===== config.mk =====
export PLATFORM = sky130hd
export DESIGN_NAME = multicycle_adder
export DESIGN_NICKNAME = d
export VERILOG_FILES = /design/src/rtl/madd_pkg.sv /design/src/rtl/chunk_adder.sv /design/src/rtl/multicycle_adder.sv
export SDC_FILE = /design/constraint.sdc
export NUM_CORES = 1
export LEC_CHECK = 0
export CAP_MARGIN = 5
export CORE_ASPECT_RATIO = 0.5
export CORE_MARGIN = 3
export CORE_UTILIZATION = 45
export CTS_CLUSTER_SIZE = 10
export DETAILED_ROUTE_END_ITERATION = 12
export DONT_BUFFER_PORTS = 1
export PLACE_DENSITY = 0.72
export SLEW_MARGIN = 0
export SYNTH_ARGS = -nofsm -noshare
export SYNTH_HDL_FRONTEND = slang
export SYNTH_SLANG_ARGS = --single-unit

===== constraint.sdc =====
create_clock -name clk -period 1.9 [get_ports clk]
set_input_delay 0.38 -clock clk [delete_from_list [all_inputs] [get_ports clk]]
set_output_delay 0.38 -clock clk [all_outputs]
set_load 0.01 [all_outputs]

===== src/rtl/madd_pkg.sv =====
// Shared types and helpers for the multicycle adder.
package madd_pkg;

   typedef enum logic [1:0] {
      IDLE = 2'd0,
      RUN  = 2'd1,
      DONE = 2'd2
   } state_t;

   // Ceiling log2 with a floor of 1, so a single-chunk counter still has one bit.
   function automatic int unsigned clog2(input int unsigned n);
      int unsigned r;
      r = 0;
      for (int unsigned i = 0; i < 32'd31; i++) begin
         if ((32'd1 << i) < n) r = i + 32'd1;
      end
      return (r == 0) ? 32'd1 : r;
   endfunction

endpackage


===== src/rtl/chunk_adder.sv =====
// Combinational ripple-carry adder for one CHUNK-bit slice.
module chunk_adder #(
   parameter int unsigned CHUNK = 4
) (
   input  logic [CHUNK-1:0] x,
   input  logic [CHUNK-1:0] y,
   input  logic             ci,
   output logic [CHUNK-1:0] s,
   output logic             co,
   output logic             c_msb
);

   logic [CHUNK:0] c;

   // Ripple of full-adder cells; c[i] is the carry into bit i.
   always_comb begin
      c    = '0;
      s    = '0;
      c[0] = ci;
      for (int unsigned i = 0; i < CHUNK; i++) begin
         s[i]   = x[i] ^ y[i] ^ c[i];
         c[i+1] = (x[i] & y[i]) | (c[i] & (x[i] ^ y[i]));
      end
   end

   assign co    = c[CHUNK];
   assign c_msb = c[CHUNK-1];

endmodule


===== src/rtl/multicycle_adder.sv =====
// WIDTH-bit adder that processes CHUNK bits per clock through a registered
// carry, with valid/ready handshakes on both input and output.
module multicycle_adder
   import madd_pkg::*;
#(
   parameter int unsigned WIDTH = 32,
   parameter int unsigned CHUNK = 4
) (
   input  logic             clk,
   input  logic             rst,
   input  logic             in_valid,
   output logic             in_ready,
   input  logic [WIDTH-1:0] a,
   input  logic [WIDTH-1:0] b,
   input  logic             cin,
   output logic             out_valid,
   input  logic             out_ready,
   output logic [WIDTH-1:0] sum,
   output logic             cout,
   output logic             ovf
);

   localparam int unsigned NCHUNK = WIDTH / CHUNK;
   localparam int unsigned CW     = clog2(NCHUNK);

   // Reject parameter sets that do not split WIDTH into whole chunks.
   if (WIDTH < 1 || CHUNK < 1 || CHUNK > WIDTH || (WIDTH % CHUNK) != 0) begin : g_bad_param
      $error("multicycle_adder: CHUNK must be in 1..WIDTH and divide WIDTH");
   end

   state_t           state;
   state_t           state_nxt;
   logic             load;
   logic             step;
   logic             last;
   logic [WIDTH-1:0] a_sh;
   logic [WIDTH-1:0] b_sh;
   logic [WIDTH-1:0] sum_nxt;
   logic             carry;
   logic [CW-1:0]    cnt;
   logic [CHUNK-1:0] s;
   logic             co;
   logic             c_msb;

   chunk_adder #(.CHUNK(CHUNK)) u_chunk (
      .x     (a_sh[CHUNK-1:0]),
      .y     (b_sh[CHUNK-1:0]),
      .ci    (carry),
      .s     (s),
      .co    (co),
      .c_msb (c_msb)
   );

   // New chunk enters the sum register at the MSB end.
   if (CHUNK == WIDTH) begin : g_sum_single
      assign sum_nxt = s;
   end else begin : g_sum_shift
      assign sum_nxt = {s, sum[WIDTH-1:CHUNK]};
   end

   // Ready depends only on state (and reset), never on out_ready.
   assign in_ready = (state == IDLE) && !rst;
   assign last     = (cnt == CW'(NCHUNK - 1));

   // State register.
   always_ff @(posedge clk) begin
      if (rst) state <= IDLE;
      else     state <= state_nxt;
   end

   // Next-state and datapath control.
   always_comb begin
      state_nxt = state;
      load      = 1'b0;
      step      = 1'b0;
      case (state)
         IDLE: begin
            if (in_valid) begin
               load      = 1'b1;
               state_nxt = RUN;
            end
         end
         RUN: begin
            step = 1'b1;
            if (last) state_nxt = DONE;
         end
         DONE: begin
            if (out_ready) state_nxt = IDLE;
         end
         default: state_nxt = IDLE;
      endcase
   end

   // Operand shifters, carry chain, counter and result registers.
   always_ff @(posedge clk) begin
      if (rst) begin
         out_valid <= 1'b0;
         a_sh      <= '0;
         b_sh      <= '0;
         sum       <= '0;
         carry     <= 1'b0;
         cnt       <= '0;
         cout      <= 1'b0;
         ovf       <= 1'b0;
      end else begin
         out_valid <= (state_nxt == DONE);
         if (load) begin
            a_sh  <= a;
            b_sh  <= b;
            carry <= cin;
            cnt   <= '0;
         end
         if (step) begin
            a_sh  <= a_sh >> CHUNK;
            b_sh  <= b_sh >> CHUNK;
            sum   <= sum_nxt;
            carry <= co;
            cnt   <= cnt + CW'(1);
            if (last) begin
               cout <= co;
               ovf  <= co ^ c_msb;
            end
         end
      end
   end

endmodule


==> impl_metrics.sql <==
INSERT INTO impl_metrics (metric_group, metric, value, unit) VALUES
('timing', 'grt_setup_unrepaired', 'yes', ''),
('finish', 'ff_latch_area', '2110', 'um^2'),
('grt', 'grt_pass1_vias', '2705', ''),
('die', 'die_h', '74.4', 'um'),
('worst_setup_path', 'worstPathArrival', '2360', 'ps'),
('worst_setup_path', 'worstReg2RegStart', 'a_sh[0]$_SDFFE_PP0P_', ''),
('timing', 'smallest_hold_slack', '99.4', 'ps'),
('logic_synthesis', 'synth_seq_area_share', '49.9', '%'),
('worst_setup_path', 'end_kind', 'flop', ''),
('worst_setup_path', 'startpoint', 'a_sh[0]$_SDFFE_PP0P_', ''),
('worst_setup_path', 'cpMaxStageDelayCell', 'sky130_fd_sc_hd__fa_2', ''),
('worst_setup_path', 'crit-reg2reg-capture', 'sum[31]$_SDFFE_PP0P_', ''),
('logic_synthesis', 'syn-cell-area', '4210', 'um^2'),
('routing', 'num_vias', '2874', ''),
('finish', 'n_fill_cell', '812', ''),
('worst_setup_path', 'timing.critical_path.cells', 'fa_2, inv_2, fa_2, inv_2, fa_2, inv_2, fa_2, a211oi_2', ''),
('die', 'die_area', '10600', 'um^2'),
('die', 'design.core.area', '8890', 'um^2'),
('timing', 'min_period', '2090', 'ps'),
('power_and_ir_drop', 'p_leak', '1.61', 'nW'),
('grt', 'globalRouteOverflowTotal', '0', ''),
('die', 'floorplan.die.width', '143', 'um'),
('finish', 'final_cell_count_no_fill', '525', ''),
('run', 'maxCapViolations', '0', ''),
('logic_synthesis', 'synthesis.area_per_instance', '10.1', 'um^2'),
('place', 'place_congestion', '0.696', ''),
('logic_synthesis', 'synthTopCellsByArea', 'sky130_fd_sc_hd__dfxtp_1 50%, sky130_fd_sc_hd__mux2i_1 13%, sky130_fd_sc_hd__o2bb2ai_1 12%, sky130_fd_sc_hd__nand2_1 7.1%, sky130_fd_sc_hd__a21oi_1 5.5%', ''),
('routing', 'via_per_inst', '5.47', ''),
('power_and_ir_drop', 'power.density', '978', 'nW/um^2'),
('worst_setup_path', 'critPathMaxFanout', '2', ''),
('place', 'placed_cell_area', '4280', 'um^2'),
('logic_synthesis', 'post-synth-top-area-cell', 'sky130_fd_sc_hd__dfxtp_1', ''),
('finish', 'drive_gt1_share', '11.8', '%'),
('power_and_ir_drop', 'vdd.ir_drop.worst', '0.450', 'mV'),
('grt', 'globalRouteTotalUtil', '17.1', '%'),
('worst_setup_path', 'critical_path_required', '2170', 'ps'),
('die', 'ios', '105', ''),
('timing', 'finalSetupViolCount', '4', ''),
('min_path', 'hp-class', 'in -> reg', ''),
('timing', 'finClkSkew', '7.71', 'ps'),
('logic_synthesis', 'post-synth-top-count-cell', 'sky130_fd_sc_hd__dfxtp_1', ''),
('outcome', 'failing_checks', 'setup timing', ''),
('logic_synthesis', 'mappedNetlistNets', '490', ''),
('finish', 'num-nets-final', '478', ''),
('grt', 'grt_antenna_before_repair', '0', ''),
('timing', 'max_clock_freq', '478', 'MHz'),
('routing', 'ant_nets', '0', ''),
('finish', 'multi_input_gate_area', '1910', 'um^2'),
('outcome', 'outcome', 'finished with violations', ''),
('timing', 'max_slew_margin', '75.1', '%'),
('place', 'placed_insts', '507', ''),
('finish', 'final_cell_area', '4590', 'um^2'),
('cts', 'number_of_sinks_handled_by_clock_tree_synthesis', '105', ''),
('place', 'port-buffer-count', '0', ''),
('logic_synthesis', 'synth_cells', '415', ''),
('grt', 'first_pass_grt_wire_length', '14.2', 'mm'),
('worst_setup_path', 'path_class', 'reg -> reg', ''),
('timing', 'setup-tns-final', '-617', 'ps'),
('logic_synthesis', 'number_of_flip_flops_and_latches_in_the_synthesized_netlist', '105', ''),
('logic_synthesis', 'yosys_warnings', '0', ''),
('cts', 'tritoncts', 'done', ''),
('cts', 'clock_tree.root_cell', 'sky130_fd_sc_hd__clkbuf_16', ''),
('timing', 'finalMaxSlewViolations', '0', ''),
('worst_setup_path', 'r2r_setup_slack', '-190', 'ps'),
('finish', 'antenna_diode_instance_count', '0', ''),
('timing', 'postLayoutSetupSlackWorst', '-194', 'ps'),
('logic_synthesis', 'postSynth.asyncResetShare', '0', '%'),
('routing', 'wl_per_cell', '17.2', 'um'),
('worst_setup_path', 'timing.critical_path.to', 'sum[31]$_SDFFE_PP0P_', ''),
('logic_synthesis', 'synth_top_cell_area_share', '49.9', '%'),
('routing', 'drt_first_iter_violations', '170', '');
## where the power goes
| group | internal, mW | total [mW] | switching [mW] |
|---|---|---|---|
| Combinational | 0.182 | 0.403 | 0.221 |
| Clock | 0.888 | 1.68 | 0.793 |
| Sequential | 2.32 | 2.41 | 0.0880 |
## area by class of cell
class                      instances  area share, %
tap                              117           3.19
multi-input combinational        268           41.6
sequential                       105           46.0
timing repair buffer              12           2.86
inverter                           7          0.572
clock inverter                     5          0.709
clock buffer                      11           5.07
## registers in the layout (all words and copies together) (netlist names)
name and flops:
a_sh 32, b_sh 32, sum 32, cnt 3, state 2, carry 1
cout 1, out_valid 1, ovf 1
## routing by layer
metal	global-route usage, %	part of all wire (%)	routed length, um	vias to the layer above
li1	-	-	-	1447
met1	23.1	47	4240	1342
met2	24.6	43	3910	74
met3	7.39	8.3	746	11
met4	5.69	1.3	121	0
met5	0	0	0	-
## placed cells by master, fill, tap and decap left out, types with 2 or more instances in the layout
cell type                   instances
sky130_fd_sc_hd__a21oi_1           44
sky130_fd_sc_hd__a21oi_2            2
sky130_fd_sc_hd__buf_12             3
sky130_fd_sc_hd__buf_4              8
sky130_fd_sc_hd__clkbuf_1           2
sky130_fd_sc_hd__clkbuf_16          9
sky130_fd_sc_hd__clkinv_2           3
sky130_fd_sc_hd__clkinv_4           2
sky130_fd_sc_hd__dfxtp_1          101
sky130_fd_sc_hd__dfxtp_2            3
sky130_fd_sc_hd__fa_2               4
sky130_fd_sc_hd__ha_1               2
sky130_fd_sc_hd__inv_1              4
sky130_fd_sc_hd__inv_2              3
sky130_fd_sc_hd__mux2i_1           56
sky130_fd_sc_hd__nand2_1           80
sky130_fd_sc_hd__nand2b_1           2
sky130_fd_sc_hd__nand3_1            3
sky130_fd_sc_hd__nor2_1             5
sky130_fd_sc_hd__o2bb2ai_1         56
## cell families after synthesis
| logic type | after synthesis | synth area share [%] |
|---|---|---|
| compound gates | 108 | 18.3 |
| flops | 105 | 49.9 |
| simple gates | 96 | 9.57 |
| mux | 57 | 13.6 |
| buf+inv | 42 | 5.89 |
| fa+ha+maj | 6 | 2.50 |
| xor+xnor | 1 | 0.208 |
## critical path: cells and delay by family, from the launching register on
family	cells	cell delay, ps
fa+ha+maj	4	1340
flops	1	340
compound gates	1	180
buf+inv	3	160
## per-stage QoR
stage	power (mW)	util, %
final	4.49	51.6
after global routing	4.69	51.6
after CTS	4.54	51.4
after detailed placement	2.85	48.1
after global placement	2.83	48.1
after floorplan	2.77	-
## repair_timing
action,in CTS,in global routing
endpoints found under the setup margin,4,4
hold buffers,0,0
pin swaps,3,1
gates resized for setup,5,3
buffers inserted,1,1
endpoints found under the hold margin,0,0
## how the worst min path moves through the flow
stage / from / end / slack (ps) / cells after the start
after floorplan: a_sh[10]$_SDFFE_PP0P_ / a_sh[10]$_SDFFE_PP0P_ / 430 / 1
after detailed placement: b_sh[21]$_SDFFE_PP0P_ / b_sh[21]$_SDFFE_PP0P_ / 450 / 1
final: rst / sum[6]$_SDFFE_PP0P_ / 100 / 1
after global routing: rst / sum[6]$_SDFFE_PP0P_ / 80 / 1
after global placement: a_sh[28]$_SDFFE_PP0P_ / a_sh[28]$_SDFFE_PP0P_ / 440 / 2
after CTS: rst / sum[15]$_SDFFE_PP0P_ / 80 / 1
Power figures use the tool's default switching activity.
